File: config.mk
export PLATFORM = sky130hd
export DESIGN_NAME = quadrature_speed_meter
export DESIGN_NICKNAME = d
export VERILOG_FILES = /design/src/rtl/enc_pkg.sv /design/src/rtl/enc_glitch_filter.sv /design/src/rtl/quadrature_speed_meter.sv
export SDC_FILE = /design/constraint.sdc
export NUM_CORES = 1
export LEC_CHECK = 0
export CAP_MARGIN = 20
export CORE_MARGIN = 2
export CORE_UTILIZATION = 40
export CTS_CLUSTER_SIZE = 28
export DETAILED_ROUTE_END_ITERATION = 8
export RECOVER_POWER = 100
export SLEW_MARGIN = 30
export SYNTH_ARGS = -nofsm -noshare
export SYNTH_HDL_FRONTEND = slang
export SYNTH_HIERARCHICAL = 1
export SYNTH_SLANG_ARGS = --single-unit
File: constraint.sdc
create_clock -name clk -period 2.2 [get_ports clk]
set_clock_uncertainty 0.05 [all_clocks]
set_input_delay 0.33 -clock clk [delete_from_list [all_inputs] [get_ports clk]]
set_output_delay 0.33 -clock clk [all_outputs]
set_load 0.03 [all_outputs]
File: src/rtl/enc_pkg.sv
// rtl/enc_pkg.sv - shared encoder constants, period FSM states and quadrature step lookup
package enc_pkg;

  localparam logic [1:0] DIR_STOP = 2'b00;
  localparam logic [1:0] DIR_REV  = 2'b01;
  localparam logic [1:0] DIR_FWD  = 2'b10;

  typedef enum logic [1:0] {
    ST_ARM     = 2'b00,
    ST_MEASURE = 2'b01,
    ST_STALL   = 2'b10
  } period_state_e;

  // Forward order is 00 -> 01 -> 11 -> 10 -> 00; reverse is its inverse.
  function automatic logic [1:0] fwd_next(input logic [1:0] s);
    logic [1:0] n;
    case (s)
      2'b00:   n = 2'b01;
      2'b01:   n = 2'b11;
      2'b11:   n = 2'b10;
      default: n = 2'b00;
    endcase
    return n;
  endfunction

  function automatic logic [1:0] rev_next(input logic [1:0] s);
    logic [1:0] n;
    case (s)
      2'b00:   n = 2'b10;
      2'b10:   n = 2'b11;
      2'b11:   n = 2'b01;
      default: n = 2'b00;
    endcase
    return n;
  endfunction

endpackage

File: src/rtl/enc_glitch_filter.sv
// rtl/enc_glitch_filter.sv - two-flop synchroniser followed by a FILTER_LEN-sample agreement filter
module enc_glitch_filter #(
  parameter int FILTER_LEN = 3
) (
  input  logic clk,
  input  logic reset,
  input  logic raw_i,
  output logic filt_o
);

  logic [1:0]            sync_q;
  logic [FILTER_LEN-2:0] hist_q;
  logic [FILTER_LEN-1:0] window;
  logic                  filt_q;

  // Window includes the current synchronised sample so a clean edge costs 2 + FILTER_LEN clocks.
  assign window = {hist_q, sync_q[1]};
  assign filt_o = filt_q;

  always_ff @(posedge clk) begin
    if (reset) begin
      sync_q <= '0;
      hist_q <= '0;
      filt_q <= 1'b0;
    end else begin
      sync_q <= {sync_q[0], raw_i};
      hist_q <= window[FILTER_LEN-2:0];
      if (&window) begin
        filt_q <= 1'b1;
      end else if (~|window) begin
        filt_q <= 1'b0;
      end
    end
  end

endmodule

File: src/rtl/quadrature_speed_meter.sv
// rtl/quadrature_speed_meter.sv - quadrature decode, A-rise period measurement and stall detect; ENC_POSITION_EN adds the x4 position counter
module quadrature_speed_meter
  import enc_pkg::*;
#(
  parameter int DATA_WIDTH = 16,
  parameter int FILTER_LEN = 3,
  parameter int POS_WIDTH  = 24
) (
  input  logic                         clk,
  input  logic                         reset,
  input  logic                         encoder_a,
  input  logic                         encoder_b,
  input  logic                         clear_pos,
  output logic [DATA_WIDTH-1:0]        period_out,
  output logic                         period_valid,
  output logic                         stalled,
  output logic [1:0]                   direction,
  output logic                         illegal_step
`ifdef ENC_POSITION_EN
  ,
  output logic signed [POS_WIDTH-1:0]  position
`endif
);

  localparam logic [DATA_WIDTH-1:0] CNT_ONE = DATA_WIDTH'(1);

  logic                  a_f, b_f;
  logic [1:0]            cur, prev_q;
  logic                  step_fwd, step_rev, illegal, a_rise;
  period_state_e         state_q, state_d;
  logic [DATA_WIDTH-1:0] cnt_q, cnt_d, period_q, period_d;
  logic                  valid_q, valid_d, stalled_q, stalled_d, illegal_q;
  logic [1:0]            dir_q, dir_d;

  enc_glitch_filter #(.FILTER_LEN(FILTER_LEN)) u_filt_a (
    .clk(clk), .reset(reset), .raw_i(encoder_a), .filt_o(a_f)
  );
  enc_glitch_filter #(.FILTER_LEN(FILTER_LEN)) u_filt_b (
    .clk(clk), .reset(reset), .raw_i(encoder_b), .filt_o(b_f)
  );

  assign cur      = {a_f, b_f};
  assign step_fwd = (cur == fwd_next(prev_q));
  assign step_rev = (cur == rev_next(prev_q));
  assign illegal  = ((cur ^ prev_q) == 2'b11);
  assign a_rise   = cur[1] & ~prev_q[1];

  always_comb begin
    state_d   = state_q;
    cnt_d     = cnt_q;
    period_d  = period_q;
    valid_d   = 1'b0;
    stalled_d = stalled_q;
    dir_d     = dir_q;
    if (step_fwd) begin
      dir_d = DIR_FWD;
    end else if (step_rev) begin
      dir_d = DIR_REV;
    end
    case (state_q)
      ST_ARM: begin
        if (a_rise) begin
          cnt_d   = CNT_ONE;
          state_d = ST_MEASURE;
        end
      end
      ST_MEASURE: begin
        // A rise on the all-ones count still counts as a valid period.
        if (a_rise) begin
          period_d  = cnt_q;
          valid_d   = 1'b1;
          cnt_d     = CNT_ONE;
          stalled_d = 1'b0;
        end else if (&cnt_q) begin
          state_d   = ST_STALL;
          stalled_d = 1'b1;
          period_d  = '1;
          dir_d     = DIR_STOP;
        end else begin
          cnt_d = cnt_q + CNT_ONE;
        end
      end
      ST_STALL: begin
        if (a_rise) begin
          cnt_d   = CNT_ONE;
          state_d = ST_MEASURE;
        end
      end
      default: begin
        state_d = ST_ARM;
        cnt_d   = '0;
      end
    endcase
  end

  always_ff @(posedge clk) begin
    if (reset) begin
      state_q   <= ST_ARM;
      cnt_q     <= '0;
      period_q  <= '0;
      valid_q   <= 1'b0;
      stalled_q <= 1'b0;
      dir_q     <= DIR_STOP;
      illegal_q <= 1'b0;
      prev_q    <= 2'b00;
    end else begin
      state_q   <= state_d;
      cnt_q     <= cnt_d;
      period_q  <= period_d;
      valid_q   <= valid_d;
      stalled_q <= stalled_d;
      dir_q     <= dir_d;
      illegal_q <= illegal;
      prev_q    <= cur;
    end
  end

  assign period_out   = period_q;
  assign period_valid = valid_q;
  assign stalled      = stalled_q;
  assign direction    = dir_q;
  assign illegal_step = illegal_q;

`ifdef ENC_POSITION_EN
  localparam logic [POS_WIDTH-1:0] POS_ONE = POS_WIDTH'(1);
  logic [POS_WIDTH-1:0] pos_q;

  // Clear beats a coincident step; the count wraps freely.
  always_ff @(posedge clk) begin
    if (reset || clear_pos) begin
      pos_q <= '0;
    end else if (step_fwd) begin
      pos_q <= pos_q + POS_ONE;
    end else if (step_rev) begin
      pos_q <= pos_q - POS_ONE;
    end
  end

  assign position = pos_q;
`else
  logic unused_cfg;
  assign unused_cfg = clear_pos | (POS_WIDTH == 0);
`endif

endmodule

* Word level (Yosys, flattened, before mapping)
Cells that the tools add are included.
Widths: inputs -> output; s select.
** Cells by class
- Add/subtract/negate cells :: 1
- Equal/unequal tests :: 14
- Muxes and demuxes :: 24
- Bitwise gates (word level) :: 4
- Reductions and logical operators :: 13
** Operators with widths (number)
- $mux 16 :: 5
- $pmux 16 s2 :: 1
- $add 16x1->16 const B :: 1
- $mux 2 :: 8
- $reduce_and 16->1 :: 1
- $pmux 2 s3 :: 2
- $reduce_and 3->1 :: 3
- $eq 2x2->1 const B :: 4
- $mux 1 :: 7
- $ne 2x1->1 const B :: 3
- $reduce_or 3->1 :: 2
- $eq 2x1->1 const B :: 2
- $eq 2x2->1 :: 2
- $logic_not 2->1 :: 2
- $ne 2x2->1 const B :: 2
- $pmux 2 s2 :: 1
- $reduce_and 2->1 :: 2
- $reduce_or 2->1 :: 2
- $ne 3x3->1 const B :: 1
- $not 1->1 :: 2
- $reduce_bool 2->1 :: 1
- $xor 2x2->2 :: 1
- $and 1x1->1 :: 1
** Word-level totals
- Register bits after elaboration :: 51
- Input port bits :: 5
- Output and inout port bits :: 21
- Word-level logic and storage cells :: 70

* Depth between registers and ports, before layout
Gate-level depths: netlist (run 1).
- Word-level depth :: 8
- Gate-level depth with buffers :: 8
- Depth with buffers taken out :: 6

* Modules after synthesis
Netlist (run 1), hierarchy kept.
** By module, submodules not included
- quadrature_speed_meter :: instances 1, cells each 224, area each 1961.9 um2, sequential area each 820.8 um2
- enc_glitch_filter :: instances 2, cells each 12, area each 148.9 um2, sequential area each 100.1 um2

* Worst setup path after synthesis (run 1)
OpenSTA, ideal clock, no wires.
- Path kind :: flip-flop to flip-flop
- Start point :: register u_filt_a.filt_q, in the netlist u_filt_a/filt_o
- End point :: register cnt_q[11]
- Data arrival time :: 1.735 ns
- Required time :: 2.078 ns
- Slack :: 0.343 ns
- Stages on the path, launching flop included :: 7
- Path buffers :: 1
- Clock period less this slack :: 1.857 ns
- Cells stage by stage :: dfxtp_1 -> ha_1 -> buf_2 -> nor2_1 -> or3_1 -> a2111oi_0 -> mux2i_1
** On the way
- Word-level cells in the longest chain between the ends :: 3
- Elaborated cells on any way between the ends :: 6
** Ends and longest elaborated chain
- start, declared :: line enc_glitch_filter.sv:14 : logic filt_q;
- start signal, assigned :: line enc_glitch_filter.sv:24 : filt_q <= 1'b0;
- start signal, assigned :: line enc_glitch_filter.sv:29 : filt_q <= 1'b1;
- start signal, assigned :: line enc_glitch_filter.sv:31 : filt_q <= 1'b0;
- $and 1x1->1 * :: line quadrature_speed_meter.sv:46 : assign a_rise = cur[1] & ~prev_q[1];
- via a_rise :: line quadrature_speed_meter.sv:29 : logic step_fwd, step_rev, illegal, a_rise;
- $mux 16, or another cell as far along :: line quadrature_speed_meter.sv:69 : if (a_rise) begin
- $pmux 16 s2 / $reduce_and 2->1 (equally long branches)
- end signal, assigned :: line quadrature_speed_meter.sv:108 : cnt_q <= cnt_d;
- end, declared :: line quadrature_speed_meter.sv:31 : logic [DATA_WIDTH-1:0] cnt_q, cnt_d, period_q, period_d;
The timed path passes the listed nets; every way through them passes the cells marked *.
A chain may end at the register's enable or synchronous reset.

* Worst setup path after layout (run 1)
- Start point :: register u_filt_a.filt_q, in the netlist u_filt_a/filt_o
- End point :: register cnt_q[14]
Same word-level chain as after synthesis.

==> impl_metrics.tcl, run 1 <==
set metrics [dict create \
    max-cap-violations 0 \
    post_cts_buffers 0 \
    nNetsFinal 283 \
    cts.sinks 51 \
    postRouteWirelength_um 4534 \
    endpoint_kind "register" \
    synth-edff-count 0 \
    design.portCount 26 \
    async_flop_share_pct 0 \
    worst-path-buf-inv 2 \
    syn_area_mm2 0.002260 \
    design.die.area_mm2 0.006266 \
    cpLargestDelayFamily "simple AND/OR/NAND/NOR gates" \
    grt_pass1_vias 1688 \
    rows 27 \
    start_util_pct 41.29 \
    gp_congestion 0.8871 \
    status "finished, final reports clean" \
    finalSetupTns_ns 0 \
    hold_violations 0 \
    chipHeight_um 79.16 \
    grt.total_usage_pct 16.07 \
    numCtsBuffers 5 \
    cp.arrival_ns 2.23 \
    wl_per_cell_um 12.99 \
    critPathLaunch "u_filt_a/filt_o" \
    hold_depth 1 \
    slew_violations 0 \
    portBuffers 24 \
    final_common_cell "dfxtp_1" \
    setup_viol 0 \
    r2r_start "u_filt_a/filt_o" \
    cp_max_fo 9 \
    tightest_slew_ns 0.6797 \
    cts-hold-fix-buffers 0 \
    via_per_inst 5.149 \
    min_period_ns 2.054 \
    clk_latency_ns 0.30 \
    power_density_mw_per_mm2 617.2 \
    ant_nets 0 \
    hp-class "reg -> reg" \
    worstHoldStart "u_filt_b/sync_q[0]" \
    grt_pass1_wl_um 8038 \
    fmax_ghz 0.4869 \
    grt_max_degree 37 \
    synth_ff_type "dfxtp_1" \
    cpMaxStageDelayCell "nor4_1" \
    min_to "u_filt_b/sync_q[1]" \
    start_kind "register" \
    critPathMaxStageDelay_ns 0.46 \
    clock-root-buffer "clkbuf_8" \
    ys_seq_elements 51 \
    timing.rr.end "cnt_q[14]" \
    fin_util_pct 48.88 \
    rsz0062_at_grt "no" \
    die_w_um 79.16 \
    syn2layout_area_growth_pct 18.38 \
    vdd_ir_drop_max_v 0.0003134 \
    yosysWarnings 6 \
    antenna_cells 0 \
    drcViolationCount 0 \
    initialDrtViolationCount 117 \
    cts_tree "built" \
    htree_levels 2 \
    layout_common_cells "dfxtp_1 (51), dlygate4sd3_1 (22), inv_1 (21), nor2_1 (21), a211oi_1 (19)" \
    dp_hpwl_um 3274 \
    critPathKind "reg -> reg" \
    rr_worst_depth 6 \
    relSlewSlack_pct 54.69 \
    clk_pin_slew_ns 0.09 \
    design.core.area_mm2 0.005473 \
    avgSynthCellArea_um2 9.112 \
    antenna_found_initial 0 \
    reg2reg_slack_ns 0.15 \
    ys_types 47 \
    crit_chain "ha_1 > buf_4 > clkbuf_2 > o21ai_0 > nor4_1 > mux2i_1" \
    drt-pass1-iter-count 4 \
    syn_nets 255 \
    ys_seq_area_share_pct 45.18 \
    p_leak_uw 0.001062 \
    num_vias 1797 \
    drive_gt1_share_pct 8.664 \
    syn-instance-count 248 \
    finalCritPeriodShare_pct 93.36 \
    overflow 0 \
    critPathRequiredTime_ns 2.38 \
    ctsLongestPathBuffers 2 \
]
metrics by stage:
stage          std cells  cell area [um2]  setup WS [ns]  hold WS [ns]  power (uW)
5_1_grt              349             2675        0.01803        0.4112        1722
3_5_place_dp         341             2611         0.1499        0.3810       992.1
2_1_floorplan        248             2260         0.3435        0.3516       974.3
6_report             349             2675         0.1462        0.3955        1651
3_3_place_gp         341             2611         0.1728        0.3675       992.1
4_1_cts              349             2733         0.1220        0.4045        1679
metal layers:
metal	track usage, %	vias to the layer above	part of all wire [%]
met5	0	-	0
met4	6.034	0	1.4
met3	3.750	7	3.5
met2	23.05	33	44
met1	23.30	825	51
li1	-	932	-
worst max path at each step:
stage / endpoint / slack, ns / cells past startpoint
floorplan: cnt_q[11] / 0.34 / 6
global placement: cnt_q[11] / 0.17 / 5
detailed placement: cnt_q[11] / 0.15 / 5
CTS: cnt_q[11] / 0.12 / 5
global route: cnt_q[11] / 0.02 / 5
finish: cnt_q[14] / 0.15 / 6
sequential cells by signal (all words and copies together), names as in the netlist:
name	count
cnt_q	16
direction	2
illegal_step	1
period_out	16
period_valid	1
prev_q	2
stalled	1
state_q	2
u_filt_a/filt_o	1
u_filt_a/hist_q	2
u_filt_a/sync_q	2
u_filt_b/filt_o	1
u_filt_b/hist_q	2
u_filt_b/sync_q	2
power by group:
group	switching (uW)	internal, uW	total (uW)	leakage (uW)
Combinational	21.9	15.9	37.8	0.000589
Clock	310	374	684	0.0000618
Sequential	1.66	927	929	0.000412
cell families (layout without fill, tap and decap cells):
family | count (synthesis) | after routing | synth area share [%]
adders and majority gates | 3 | 3 | 1.550
xor gates and xnor gates | 3 | 3 | 1.163
muxes | 7 | 7 | 3.101
and+or+nand+nor | 88 | 88 | 21.48
DFF | 51 | 51 | 45.18
buffers and inverters | 37 | 66 | 6.866
AOI/OAI and AO/OA | 59 | 59 | 20.65
area by class of cell:
cell class / count / area, um2
fill: 554 / 2798
multi-input combinational: 160 / 1037
sequential: 51 / 1021
timing repair buffer: 37 / 326.6
tap: 72 / 90.09
clock buffer: 6 / 82.58
inverter: 21 / 78.83
clock inverter: 2 / 38.79
cells in the mapped netlist (3+ instances only):
master | count | area share (%)
nor3_1 | 3 | 0.66
o21ai_0 | 9 | 2.0
buf_2 | 4 | 0.89
a2111o_1 | 4 | 2.0
nand2_1 | 17 | 2.8
a21o_1 | 3 | 1.0
nand3_1 | 6 | 1.3
inv_1 | 21 | 3.5
clkbuf_1 | 9 | 1.5
nor2b_1 | 9 | 2.5
a211oi_2 | 10 | 5.5
dfxtp_1 | 51 | 45
mux2i_1 | 7 | 3.1
nor2_1 | 21 | 3.5
nand4_1 | 5 | 1.4
a21oi_1 | 12 | 2.7
a211oi_1 | 9 | 3.0
or3_1 | 10 | 2.8
timing repair:
| action | 4_1_cts | 5_1_grt |
|---|---|---|
| setup endpoints to repair | 0 | 2 |
| hold endpoints to repair | 0 | 0 |
| resized for setup | 0 | 2 |
No activity file was read; power rests on OpenSTA's default activity.
==> run 2, diff against run 1 <==
==> constraint.sdc (replaced) <==
create_clock -name clk -period 2.2 [get_ports clk]
set_clock_uncertainty 0.05 [all_clocks]
set_input_delay 0.44 -clock clk [delete_from_list [all_inputs] [get_ports clk]]
set_output_delay 0.44 -clock clk [all_outputs]
set_load 0.03 [all_outputs]
==> run 2 against run 1 <==
Effect of this change: first-iteration DRC count is 25% higher; non-clock buffer count decreased by 1; design area decreased by 0.56%; final cell count down 0.57%; core utilization fell by 0.27 points; critical endpoint is now cnt_q[11].
==> impl_metrics.tcl, run 2 (synthesized netlist as in run 1, its figures left out) <==
set metrics [dict create \
    status "finished, final reports clean" \
    timing.rr.end "cnt_q[11]" \
    endpoint_kind "register" \
    ctsResizeCount 0 \
    antenna_found_initial 0 \
    post_dp_cell_area_mm2 0.002604 \
    start_util_pct 41.29 \
    antenna_cells 0 \
    hold_violations 0 \
    clockPowerShare_pct 39.6 \
    clk_latency_ns 0.30 \
    min_to "period_out[2]" \
    worstHoldStart "period_out[2]" \
    start_kind "register" \
    post_cts_buffers 0 \
    power_density_mw_per_mm2 602.6 \
    gp_congestion 0.9078 \
    hold_ws_ns 0.4010 \
    design.portCount 26 \
    critPathRequiredTime_ns 2.39 \
    num_vias 1810 \
    tightest_slew_ns 0.7477 \
    vdd_ir_drop_max_v 0.0002781 \
    cts_tree "built" \
    grt.total_usage_pct 15.66 \
    switching_share_pct 20.41 \
    p_switching_uw 327.2 \
    max-cap-violations 0 \
    drt-pass1-iter-count 4 \
    syn2layout_area_growth_pct 17.72 \
    hp-class "reg -> reg" \
    cts.sinks 51 \
    die_w_um 79.16 \
    ctsLongestPathBuffers 2 \
    dp_hpwl_um 3253 \
    relSlewSlack_pct 50.16 \
    clk_pin_slew_ns 0.09 \
    ant_nets 0 \
    finalCritPeriodShare_pct 95.54 \
    rows 27 \
    drive_gt1_share_pct 9.818 \
    p_leak_uw 0.001054 \
    cp.arrival_ns 2.29 \
    setup_viol 0 \
    p_total_uw 1603 \
    cts-hold-fix-buffers 0 \
    portBuffers 24 \
    nNetsFinal 282 \
    pwr-share-seq_pct 57.9 \
    critPathKind "reg -> reg" \
    hold_depth 2 \
    layout_common_cells "dfxtp_1 (51), dlygate4sd3_1 (22), inv_1 (21), nor2_1 (21), nand2_1 (17)" \
    numCtsBuffers 5 \
    reg2reg_slack_ns 0.1 \
    drcViolationCount 0 \
    r2r_start "u_filt_a/filt_o" \
    rsz0062_at_grt "no" \
    design.core.area_mm2 0.005473 \
    grt_pass1_vias 1589 \
    place_ws_ns 0.1324 \
    initialDrtViolationCount 146 \
    overflow 0 \
    rr_worst_depth 5 \
    design.die.area_mm2 0.006266 \
    layout_setup_ws_ns 0.09811 \
    chipHeight_um 79.16 \
    fmax_ghz 0.4758 \
    htree_levels 2 \
    grt_pass1_wl_um 7831 \
    critPathLaunch "u_filt_a/filt_o" \
    cp_max_fo 5 \
    slew_violations 0 \
    wl_per_cell_um 13.47 \
    clock-root-buffer "clkbuf_8" \
    p_int_uw 1276 \
    grt_max_degree 37 \
    comb_power_share_pct 2.4 \
    postRouteWirelength_um 4673 \
    via_per_inst 5.216 \
    finalSetupTns_ns 0 \
    fin_area_mm2 0.002660 \
    min_period_ns 2.102 \
    final_common_cell "dfxtp_1" \
]
==> run 2: cell types whose count changed in the layout (fill, tap and decap cells not counted), sizes merged <==
cell	change
inv	-1
clkbuf	-1
buf	-1
clkinvlp	+1
==> run 2: critical path: stages, from the launching register on <==
cell and delay, ns:
dfxtp_1 0.44, ha_1 0.22, nor2_1 0.07, or3_1 0.39, a2111oi_0 0.63, mux2i_1 0.24
==> run 2: how the worst max path moves through the flow <==
stage                endpoint  slack (ns)  cells past startpoint
floorplan           cnt_q[11]        0.34                      6
global placement    cnt_q[11]        0.17                      5
detailed placement  cnt_q[11]        0.13                      5
CTS                 cnt_q[11]        0.11                      5
global route        cnt_q[15]        0.02                      6
finish              cnt_q[11]         0.1                      5
==> run 2: per-layer routing <==
metal | routed length, um | global-route usage [%]
met1 | 2325 | 22.20
met2 | 2039 | 22.71
met3 | 224 | 3.409
met4 | 83 | 6.897
met5 | 0 | 0
==> run 2: power by group through the flow <==
stage | combinational [uW] | clock (uW) | sequential (uW)
floorplan | 24.2 | 0 | 950
global placement | 41.5 | 0 | 951
detailed placement | 41.8 | 0 | 951
CTS | 42.1 | 659 | 929
global route | 42.7 | 692 | 930
finish | 39.2 | 635 | 929
==> run 2: per-stage QoR <==
| stage | std cells | util [%] |
|---|---|---|
| finish | 347 | 48.61 |
| global route | 347 | 48.61 |
| CTS | 347 | 49.52 |
| detailed placement | 340 | 47.58 |
| global placement | 340 | 47.58 |
| floorplan | 248 | - |
==> run 2: cell type report <==
type	instances	area, um2
repair buffers	36	320.3
clock buffers	5	68.82
clock inverters	2	37.54
fillers	565	2813
flip-flops and latches	51	1021
inverters	21	78.83
well taps	72	90.09
multi-input cells	160	1044
